--- src/rtl/pe_context_sequencer_pkg.sv ---
// pe_context_sequencer_pkg: shared types and constants for the PE context sequencer
// Holds the sequencer state encoding, the NOP context and the PE context field layout.
package pe_context_sequencer_pkg;

    localparam int CTX_WIDTH = 22;

    typedef enum logic [1:0] {
        IDLE  = 2'd0,
        RUN   = 2'd1,
        DRAIN = 2'd2
    } state_e;

    // All-zero context is the PE's no-operation word
    localparam logic [CTX_WIDTH-1:0] NOP_CTX = '0;

    // Context field layout as decoded by the PE
    localparam int DSEL_LSB = 0;
    localparam int DSEL_W   = 12;
    localparam int ALU_LSB  = 12;
    localparam int ALU_W    = 4;
    localparam int OSEL_LSB = 16;
    localparam int OSEL_W   = 6;

endpackage

--- src/rtl/pe_context_mem.sv ---
// pe_context_mem: DEPTH x CTX_WIDTH context store, sync write, async read
// Ports: clk; wr_en_i/wr_addr_i/wr_data_i write port; rd_addr_i -> rd_data_o combinational read.
module pe_context_mem #(
    parameter int CTX_WIDTH = 22,
    parameter int DEPTH     = 16,
    parameter int ADDR_W    = 4
) (
    input  logic                 clk,
    input  logic                 wr_en_i,
    input  logic [ADDR_W-1:0]    wr_addr_i,
    input  logic [CTX_WIDTH-1:0] wr_data_i,
    input  logic [ADDR_W-1:0]    rd_addr_i,
    output logic [CTX_WIDTH-1:0] rd_data_o
);

    logic [CTX_WIDTH-1:0] mem_q [DEPTH];

    always_ff @(posedge clk)
        if (wr_en_i) mem_q[wr_addr_i] <= wr_data_i;

    assign rd_data_o = mem_q[rd_addr_i];

endmodule

--- src/rtl/pe_context_sequencer.sv ---
// pe_context_sequencer: replays a context window into a PE, then drains its pipeline
// Ports: clk, rst (sync, active-high); cfg_wr_* host write port (IDLE only);
// start/base_addr/last_addr/iter_count launch a run; stall freezes sequencing;
// configuration/cfg_valid drive the PE; busy = not IDLE; done and wr_err are 1-cycle pulses.
module pe_context_sequencer
    import pe_context_sequencer_pkg::*;
#(
    parameter int CTX_WIDTH    = pe_context_sequencer_pkg::CTX_WIDTH,
    parameter int DEPTH        = 16,
    parameter int ADDR_W       = 4,
    parameter int ITER_W       = 8,
    parameter int DRAIN_CYCLES = 2
) (
    input  logic                 clk,
    input  logic                 rst,
    input  logic                 cfg_wr_en,
    input  logic [ADDR_W-1:0]    cfg_wr_addr,
    input  logic [CTX_WIDTH-1:0] cfg_wr_data,
    input  logic                 start,
    input  logic [ADDR_W-1:0]    base_addr,
    input  logic [ADDR_W-1:0]    last_addr,
    input  logic [ITER_W-1:0]    iter_count,
    input  logic                 stall,
    output logic [CTX_WIDTH-1:0] configuration,
    output logic                 cfg_valid,
    output logic                 busy,
    output logic                 done,
    output logic                 wr_err
);

    localparam int DRAIN_W = $clog2(DRAIN_CYCLES + 1);

    state_e               state_q, state_d;
    logic [ADDR_W-1:0]    pc_q, pc_d, base_q, base_d, last_q, last_d;
    logic [ITER_W-1:0]    iter_q, iter_d;
    logic [DRAIN_W-1:0]   drain_q, drain_d;
    logic [CTX_WIDTH-1:0] cfg_q, cfg_d, rd_data;
    logic                 valid_q, valid_d, done_q, done_d, wr_err_q, wr_err_d;

    pe_context_mem #(
        .CTX_WIDTH(CTX_WIDTH),
        .DEPTH    (DEPTH),
        .ADDR_W   (ADDR_W)
    ) u_mem (
        .clk      (clk),
        .wr_en_i  (cfg_wr_en && state_q == IDLE),
        .wr_addr_i(cfg_wr_addr),
        .wr_data_i(cfg_wr_data),
        .rd_addr_i(pc_q),
        .rd_data_o(rd_data)
    );

    always_comb begin
        state_d  = state_q;
        pc_d     = pc_q;
        base_d   = base_q;
        last_d   = last_q;
        iter_d   = iter_q;
        drain_d  = drain_q;
        cfg_d    = cfg_q;
        valid_d  = valid_q;
        done_d   = 1'b0;
        wr_err_d = cfg_wr_en && state_q != IDLE;
        case (state_q)
            IDLE:
                if (start) begin
                    if (iter_count == '0) done_d = 1'b1;
                    else begin
                        state_d = RUN;
                        pc_d    = base_addr;
                        base_d  = base_addr;
                        last_d  = last_addr;
                        iter_d  = iter_count;
                    end
                end
            RUN:
                if (!stall) begin
                    cfg_d   = rd_data;
                    valid_d = 1'b1;
                    // pc wraps naturally mod DEPTH, so last < base windows need no special case
                    if (pc_q != last_q) pc_d = pc_q + 1'b1;
                    else if (iter_q > ITER_W'(1)) begin
                        pc_d   = base_q;
                        iter_d = iter_q - 1'b1;
                    end else begin
                        state_d = DRAIN;
                        iter_d  = '0;
                        drain_d = DRAIN_W'(DRAIN_CYCLES);
                    end
                end
            DRAIN:
                if (!stall) begin
                    cfg_d   = NOP_CTX;
                    valid_d = 1'b0;
                    drain_d = drain_q - 1'b1;
                    if (drain_q == DRAIN_W'(1)) begin
                        done_d  = 1'b1;
                        state_d = IDLE;
                    end
                end
            default: state_d = IDLE;
        endcase
    end

    always_ff @(posedge clk) begin
        if (rst) begin
            state_q  <= IDLE;
            pc_q     <= '0;
            base_q   <= '0;
            last_q   <= '0;
            iter_q   <= '0;
            drain_q  <= '0;
            cfg_q    <= NOP_CTX;
            valid_q  <= 1'b0;
            done_q   <= 1'b0;
            wr_err_q <= 1'b0;
        end else begin
            state_q  <= state_d;
            pc_q     <= pc_d;
            base_q   <= base_d;
            last_q   <= last_d;
            iter_q   <= iter_d;
            drain_q  <= drain_d;
            cfg_q    <= cfg_d;
            valid_q  <= valid_d;
            done_q   <= done_d;
            wr_err_q <= wr_err_d;
        end
    end

    assign configuration = cfg_q;
    assign cfg_valid     = valid_q;
    assign busy          = state_q != IDLE;
    assign done          = done_q;
    assign wr_err        = wr_err_q;

endmodule

--- config.mk ---
export PLATFORM = sky130hd
export DESIGN_NAME = pe_context_sequencer
export DESIGN_NICKNAME = d
export VERILOG_FILES = /design/src/rtl/pe_context_sequencer_pkg.sv /design/src/rtl/pe_context_mem.sv /design/src/rtl/pe_context_sequencer.sv
export SDC_FILE = /design/constraint.sdc
export NUM_CORES = 1
export LEC_CHECK = 0
export CAP_MARGIN = 25
export CORE_MARGIN = 2
export CORE_UTILIZATION = 56
export CTS_BUF_LIST = sky130_fd_sc_hd__clkbuf_2
export DETAILED_ROUTE_END_ITERATION = 7
export PLACE_DENSITY_LB_ADDON = 0.2
export SETUP_SLACK_MARGIN = 0.5
export SYNTH_ARGS = -nofsm -noshare
export SYNTH_HDL_FRONTEND = slang
export SYNTH_SLANG_ARGS = --single-unit
--- constraint.sdc ---
create_clock -name clk -period 3.6 [get_ports clk]
set_clock_uncertainty 0.15 [all_clocks]
set_input_delay 0.72 -clock clk [delete_from_list [all_inputs] [get_ports clk]]
set_output_delay 0.72 -clock clk [all_outputs]
set_load 0.01 [all_outputs]
Yosys cells after proc, flatten, opt, wreduce, memory -nomap -nowiden:

Memories as Yosys holds them, arrays and structs flattened. A register that Yosys moved wholly into a read port is not among the register bits.
Cells that the tools add are included.

* register bits: 49
* bits in writable memories: 352
* input bits: 47
* output and inout port bits: 26
* word-level logic and storage cells: 78
* memories: 1

* add/subtract/negate cells: 3
* magnitude comparators: 1
* equal/unequal tests: 12
* muxes and demuxes: 37
* bitwise gates (word level): 1
* reduce and logical (&&, ||, !) cells: 13

Memory list
* u_mem.mem_q: depth 16, bits a word 22, rd ports 1, clocked after memory_dff 1, write ports 1, line pe_context_mem.sv:16 `logic [CTX_WIDTH-1:0] mem_q [DEPTH];`

Operators by type and width (number)
* $mux 22: 2
* $pmux 22 s2: 1
* $mux 8: 5
* $mux 4: 7
* $mux 2: 8
* $pmux 8 s2: 1
* $reduce_and 5->1: 3
* $ne 2x2->1 const B: 7
* $gt 8x1->1 const B: 1
* $logic_not 8->1: 1
* $mux 1: 8
* $pmux 4 s2: 1
* $sub 8x1->8 const B: 1
* $reduce_and 7->1: 1
* $pmux 2 s3: 1
* $reduce_and 3->1: 2
* $reduce_bool 2->1: 3
* $add 4x1->4 const B: 1
* $eq 2x1->1 const B: 2
* $ne 4x4->1: 1
* $pmux 1 s2: 2
* $pmux 2 s2: 1
* $ne 3x3->1 const B: 1
* $eq 2x2->1 const B: 1
* other kinds (4): 5

Longest topological paths before layout:

Gate-level depths: netlist (run 1).

* word-level depth: 7
* gate-level depth with buffers: 8
* mapped depth without buffers: 7

Cells and area by module:

Synthesis (run 1) repeated with hierarchy kept, for this count alone.

* cells, all modules: 826
* area total of the unflattened synthesis: 15735.1 µm²

Modules (own cells, without submodules)
* pe_context_mem: times used 1, cells each 561, area an instance 13381.6 µm², sequential area each 10570.1 µm²
* pe_context_sequencer: times used 1, cells each 265, area an instance 2353.5 µm², sequential area each 980.9 µm²

Least setup slack after synthesis (run 1):

Ideal clock, no wire load.

* path type: flip-flop to flip-flop
* start: register state_q[1]
* end: memory u_mem.mem_q[0][0], enable pin
* setup time: 0.429 ns
* data arrival time: 2.754 ns
* required time: 3.021 ns
* slack: 0.267 ns
* stages on the path, launching flop included: 6
* path buffers: 1
* period minus slack after synthesis: 3.333 ns
* cells stage by stage: dfxtp_1 -> clkbuf_1 -> nor2_1 -> nand2_1 -> or3_1 -> nor3_1

* cells in the longest elaborated chain, start to end: 4

Ends and longest elaborated chain
* start: declaration: line pe_context_sequencer.sv:33 `state_e state_q, state_d;`
* start signal: assignment: line pe_context_sequencer.sv:118 `state_q <= state_d;`
* $logic_not 2->1: line pe_context_sequencer.sv:46 `.wr_en_i (cfg_wr_en && state_q == IDLE),`
* $logic_and 1x1->1: line pe_context_sequencer.sv:46
* $mux 1: line pe_context_mem.sv:19 `if (wr_en_i) mem_q[wr_addr_i] <= wr_data_i;`
* $mux 1 (implied by the code): line pe_context_mem.sv:19
* end: declaration: line pe_context_mem.sv:16

Every way passes these cells.

Final worst setup path (run 1):

* start: register state_q[1]
* end: output port busy

* cells in the longest elaborated chain, start to end: 1

Ends and longest elaborated chain
* $reduce_bool 2->1: line pe_context_sequencer.sv:133 `assign busy = state_q != IDLE;`
* end: declaration: line pe_context_sequencer.sv:26 `output logic busy,`

Every way passes these cells.

==> results of run 1 <==
[kinds of logic after synthesis]
family | synth area share, %
AO/OA/AOI/OAI | 4.24
XOR/XNOR | 0.335
adder cells (fa/ha/maj) | 0.319
buffers and inverters | 1.40
flip-flops | 74.2
multiplexers | 16.1
AND/OR/NAND/NOR | 3.39
[worst max-delay path: stages (launching register included)]
cell	delay [ns]
dfxtp_2	0.40
nor2_4	0.22
inv_1	0.06
clkdlybuf4s50_1	0.47
[per-stage QoR]
stage                     utilization, %  setup slack [ns]
after floorplan                        -             0.508
after global placement              61.7             0.544
after detailed placement            61.7             0.392
after CTS                           65.2             0.531
after global routing                65.2             0.595
final                               65.2             0.747
[cell usage after synthesis, types with 5 or more instances]
master	n	area share, %
inv_1	7	0.17
clkbuf_1	27	0.65
nor3_1	14	0.45
buf_2	10	0.32
nand3_1	6	0.19
nand2_1	12	0.29
o22ai_1	22	0.88
nor2_1	34	0.81
a21o_1	23	1.1
edfxtp_1	352	67
dfxtp_1	53	6.8
a211oi_1	5	0.24
nand2b_1	8	0.32
o21ai_0	6	0.19
mux2i_1	54	3.4
a21oi_1	19	0.61
mux4_2	88	13
[routing by layer]
metal	track usage (%)	wire length, µm	up-vias
met5	0	23	-
met4	7.00	535	4
met3	5.45	2410	57
met2	36.7	15800	358
met1	31.1	13300	4320
li1	-	-	3703
[where the power goes]
part | internal, mW | switching, mW | leakage [nW] | total [mW]
Combinational | 0.483 | 0.467 | 1.76 | 0.950
Clock | 1.31 | 1.72 | 0.716 | 3.03
Sequential | 5.19 | 0.115 | 3.61 | 5.30
[final cells by class]
class                      count  area [µm²]  share of cell area [%]
antenna                        1        2.50                  0.0138
clock buffer                 147         736                    4.07
clock inverter                36         221                    1.23
inverter                       7        26.3                   0.145
multi-input combinational    348        3890                    21.5
sequential                   405       11600                    64.4
tap                          378         473                    2.62
timing repair buffer         110        1080                    5.98
[timing repair]
action	in CTS	in global routing
hold buffers	0	0
endpoints found under the setup margin	1	1
hold endpoints to repair	0	0
gates cloned	0	0
resized for setup	2	2
[registers in the layout, indices dropped and copies added (netlist names), named ones only]
| name | cells |
|---|---|
| state_q | 2 |
| pc_q | 4 |
| drain_q | 2 |
| cfg_valid | 1 |
| base_q | 4 |
| wr_err | 1 |
| iter_q | 8 |
| done | 1 |
| configuration | 22 |
| u_mem.mem_q | 352 |
| last_q | 4 |
[worst min path at each step]
stage / from / to / cells after the start
2_1_floorplan: base_q[3] / base_q[3] / 2
3_3_place_gp: configuration[7] / configuration[7] / 1
3_5_place_dp: configuration[11] / configuration[11] / 1
4_1_cts: last_addr[2] / last_q[2] / 3
5_1_grt: last_addr[2] / last_q[2] / 3
6_report: configuration[21] / configuration[21] / 1
==> reports/qor.yml, run 1 <==
path_class: "flip-flop to output port"
initial_utilization_pct: 56.6
numCtsBuffers: 98
status: "finished, violations left"
final_common_cell: "edfxtp_1"
final_cell_mix: "352 x edfxtp_1, 147 x clkbuf_2, 88 x mux4_2, 72 x clkdlybuf4s50_1, 54 x mux2i_1"
gr-total-overflow: 0
cts_root_buffer: "clkbuf_2"
irDropWorstVdd_uv: 274
tns_ns: 0
num_vias: 8442
io_buffers: 72
grt_pass1_vias: 8709
wl_per_cell_um: 22.4
synthArstFlopShare_pct: 0
n_fill_cell: 1915
reg2reg_depth: 7
place_area_um2: 17100
critPathLaunch: "state_q[1]"
syn_inst: 804
cp-start-kind: "flip-flop"
route.detailed.drc: 2
ant_nets: 0
final-setup-viol-count: 0
grt_pass1_wl_um: 49300
ys.flop_type: "edfxtp_1"
cts.sinks: 405
grt_antenna_before_repair: 3
power_density_nw_per_um2: 513
synth-seq-cells: 405
synth_nets: 855
period_minus_slack_ns: 2.85
wl_um: 32100
post-route-period-util_pct: 79.3
fp-row-count: 61
cp_max_fo: 10
place.gp.congestion: 0.869
dieWidth_um: 171
io-pin-count: 73
max_cap_violations: 0
stdcell_area_um2: 18100
fin_hold_ws_ns: 0.309
hold_viol: 0
cp.required_ns: 2.73
failed_checks: "design-rule violations"
syn-mean-instance-area_um2: 19.5
slew_headroom_pct: 47.2
die_area_um2: 29300
hpwl_um: 18800
rr_startpoint: "iter_q[1]"
crit_end: "busy"
cts_tree: "built"
dr.pass1.iters: 8
synth-edff-count: 352
via_per_inst: 5.90
htree_num_levels: 3
p_leak_nw: 6.09
core_um2: 27700
endpoint_kind: "output port"
clk_latency_ns: 0.86
drt-initial-drc-count: 818
drive_gt1_share_pct: 30.0
synth_cell_types: 52
regToRegSetupSlack_ns: 1.09
cts_buffer_depth: 3
postCtsSetupRepairBufs: 0
grtUsageTotal_pct: 22.7
grt_max_degree: 43
syn_area_um2: 15700
max_freq_mhz: 350
r2r_end: "pc_q[3]"
placed_cells: 1248
ys_warn_count: 0
maxSlewViolCount: 0
fp.dieH_um: 171
p_total_mw: 9.28
ys_seq_area_share_pct: 74.2
worst_slew_pin_slew_ns: 0.786
path_clk_slew_ns: 0.11
min_path_type: "flip-flop to flip-flop"
crit_arrival_ns: 1.98
layout.cells.non_filler: 1432
rsz0062_at_grt: "false"
nNetsFinal: 1021
area_delta_synth_final_pct: 15.3
(Power assumes the default switching activity.)
==> run 2, diff against run 1 <==
--- a/config.mk
+++ b/config.mk
@@ -7,7 +7,7 @@
 export LEC_CHECK = 0
 export CAP_MARGIN = 25
 export CORE_MARGIN = 2
-export CORE_UTILIZATION = 56
+export CORE_UTILIZATION = 62
 export CTS_BUF_LIST = sky130_fd_sc_hd__clkbuf_2
 export DETAILED_ROUTE_END_ITERATION = 7
 export PLACE_DENSITY_LB_ADDON = 0.2
==> constraint.sdc (replaced) <==
create_clock -name clk -period 2.9 [get_ports clk]
set_clock_uncertainty 0.15 [all_clocks]
set_input_delay 0.58 -clock clk [delete_from_list [all_inputs] [get_ports clk]]
set_output_delay 0.58 -clock clk [all_outputs]
set_load 0.01 [all_outputs]
==> run 2 against run 1 <==
  * The flow now finishes without violations
  * Die area is 9.5% lower
  * Critical path depth is 4 higher
  * Largest cell class unchanged
  * Wire length increased by 1.9%
  * Count of clock-buffer cells in the layout shrank 2
==> reports/qor.yml, run 2 (synthesis gave the netlist of run 1 again) <==
status: "completed"
n_fill_cell: 1536  # -20%
core_um2: 25000  # -9.9%
wl_met3_um: 2170  # -10%
cp-start-kind: "flip-flop"
wl_um: 32700  # +1.9%
area_delta_synth_final_pct: 15.7
crit_arrival_ns: 2.93  # +0.95 ns
place_area_um2: 17200  # +0.80%
switching_power_mw: 2.86  # +24%
io-pin-count: 73  # unchanged
worst_slew_pin_slew_ns: 0.706  # -0.0795 ns
final_cell_mix: "352 x edfxtp_1, 146 x clkbuf_2, 88 x mux4_2, 54 x mux2i_1, 47 x dfxtp_1"
min_path_type: "primary input to flip-flop"
grt_antenna_before_repair: 1  # -2
cts_root_buffer: "clkbuf_2"
seq_area_um2: 11600  # about the same
endpoint_kind: "flip-flop"
irDropWorstVdd_uv: 352  # +29%
fp-row-count: 58  # -4.9%
power_density_nw_per_um2: 624  # +22%
hold_buffers: 0  # unchanged
io_buffers: 72  # unchanged
final-setup-viol-count: 0  # unchanged
power.share.sequential_pct: 57.8  # +0.7 points
htree_num_levels: 3  # unchanged
cp_max_fo: 7  # -3
final_common_cell: "edfxtp_1"
top_layer: "met4"
stdcell_area_um2: 18100  # +0.35%
via_per_inst: 6.11  # +3.7%
hold_viol: 0  # unchanged
finish.utilization_pct: 72.7  # +7.4 points
fp.dieH_um: 163  # -4.8%
sw_frac_of_total_pct: 25.2  # +0.41 points
grtUsageTotal_pct: 25.6  # +2.8 points
initial_utilization_pct: 62.8  # +6.2 points
maxSlewViolCount: 0  # unchanged
path_class: "flip-flop to flip-flop"
wl_per_cell_um: 23.6  # +5.3%
tns_ns: 0  # unchanged
numCtsBuffers: 96  # -2.0%
hpwl_um: 19000  # +0.94%
cts_tree: "built"
drive_gt1_share_pct: 30.9  # +0.86 points
grt_pass1_vias: 8968  # +3.0%
die_area_um2: 26600  # -9.5%
grt_max_degree: 36  # -16%
period_minus_slack_ns: 2.29
post-route-period-util_pct: 78.8
dr.pass1.iters: 5  # -3
path_clk_slew_ns: 0.09  # -0.02 ns
place.gp.congestion: 0.837  # -3.8%
fin_hold_ws_ns: 0.192  # -0.118 ns
largest_register: "u_mem.mem_q"
max_cap_violations: 0  # unchanged
drt-initial-drc-count: 927  # +13%
nNetsFinal: 1031  # +0.98%
rsz0062_at_grt: "false"
cts.sinks: 405  # unchanged
cts_buffer_depth: 3  # unchanged
grt_pass1_wl_um: 49700  # +0.87%
max_freq_mhz: 437
slew_headroom_pct: 52.9  # +5.6 points
p_leak_nw: 6.24  # +2.5%
cp.required_ns: 3.54  # +0.81 ns
drt-met1-wl_um: 13100  # -1.6%
pwr-share-clk_pct: 31.4  # -1.2 points
largest_reg_flops: 352  # unchanged
ant_nets: 0  # unchanged
multi_input_area_um2: 3910  # +0.39%
clk_latency_ns: 0.87  # about the same
p_int_mw: 8.47  # +21%
num_vias: 8479  # +0.44%
gr-total-overflow: 0  # unchanged
dieWidth_um: 163  # -4.8%
combPwrFrac_pct: 10.9  # +0.7 points
route.met2.wl_um: 16700  # +5.9%
route.detailed.drc: 0  # -2
[run 2: cell types whose count changed in the layout (fill, tap and decap cells not counted), moves of 2 or more]
cell | before | now
nor3_2 | 2 | 0
clkinv_2 | 3 | 1
buf_12 | 6 | 16
buf_4 | 32 | 34
dfxtp_4 | 2 | 4
nor3_4 | 2 | 4
bufinv_16 | 3 | 1
dlygate4sd2_1 | 0 | 25
inv_2 | 2 | 0
clkdlybuf4s50_1 | 72 | 46
clkinv_1 | 27 | 23
[run 2: timing repair]
| action | in CTS | in global routing |
|---|---|---|
| setup endpoints to repair | 32 | 1 |
| resized for setup | 34 | 2 |
| pin swaps | 2 | 0 |
| setup buffers | 4 | 0 |
[run 2: critical path, stage by stage, from the launching register on]
cell	delay [ns]
dfxtp_2	0.41
inv_1	0.11
ha_1	0.30
nor2_2	0.21
nor4_4	0.07
or4b_2	0.65
a21o_1	0.20
a21oi_1	0.13
[run 2: final timing paths]
kind | startpoint | end | slack [ns] | cells after the start
hold / removal | last_addr[0] | last_q[0] | 0.19 | 3
setup / recovery | iter_q[0] | iter_q[2] | 0.61 | 7
hold reg to reg | configuration[8] | configuration[8] | 0.30 | 1
setup reg to reg | iter_q[0] | iter_q[2] | 0.61 | 7
[run 2: power groups by stage]
| stage | combinational [mW] | clock (mW) | sequential (mW) |
|---|---|---|---|
| floorplan | 0.832 | 0 | 6.63 |
| global placement | 1.18 | 0 | 6.67 |
| detailed placement | 1.23 | 0 | 6.68 |
| CTS | 1.23 | 3.64 | 6.55 |
| global route | 1.33 | 3.96 | 6.56 |
| finish | 1.23 | 3.55 | 6.54 |
[run 2: cell type report]
class / instances / area share, %
Sequential cell: 405 / 64.2
Clock inverter: 29 / 0.848
Multi-Input combinational cell: 348 / 21.5
Antenna cell: 1 / 0.0138
Tap cell: 330 / 2.28
Clock buffer: 145 / 4.00
Inverter: 7 / 0.145
Timing Repair Buffer: 122 / 6.95
[run 2: routing by layer]
| metal | vias to the layer above | global-route usage, % |
|---|---|---|
| met5 | - | 0 |
| met4 | 0 | 9.90 |
| met3 | 59 | 4.63 |
| met2 | 382 | 42.7 |
| met1 | 4305 | 34.1 |
| li1 | 3733 | - |
[run 2: stage by stage]
step,worst slack [ns],power (mW),cells
floorplan,0.155,7.46,804
global placement,0.197,7.85,1208
detailed placement,0.140,7.91,1208
CTS,0.441,11.4,1386
global route,0.526,11.8,1387
finish,0.614,11.3,1387
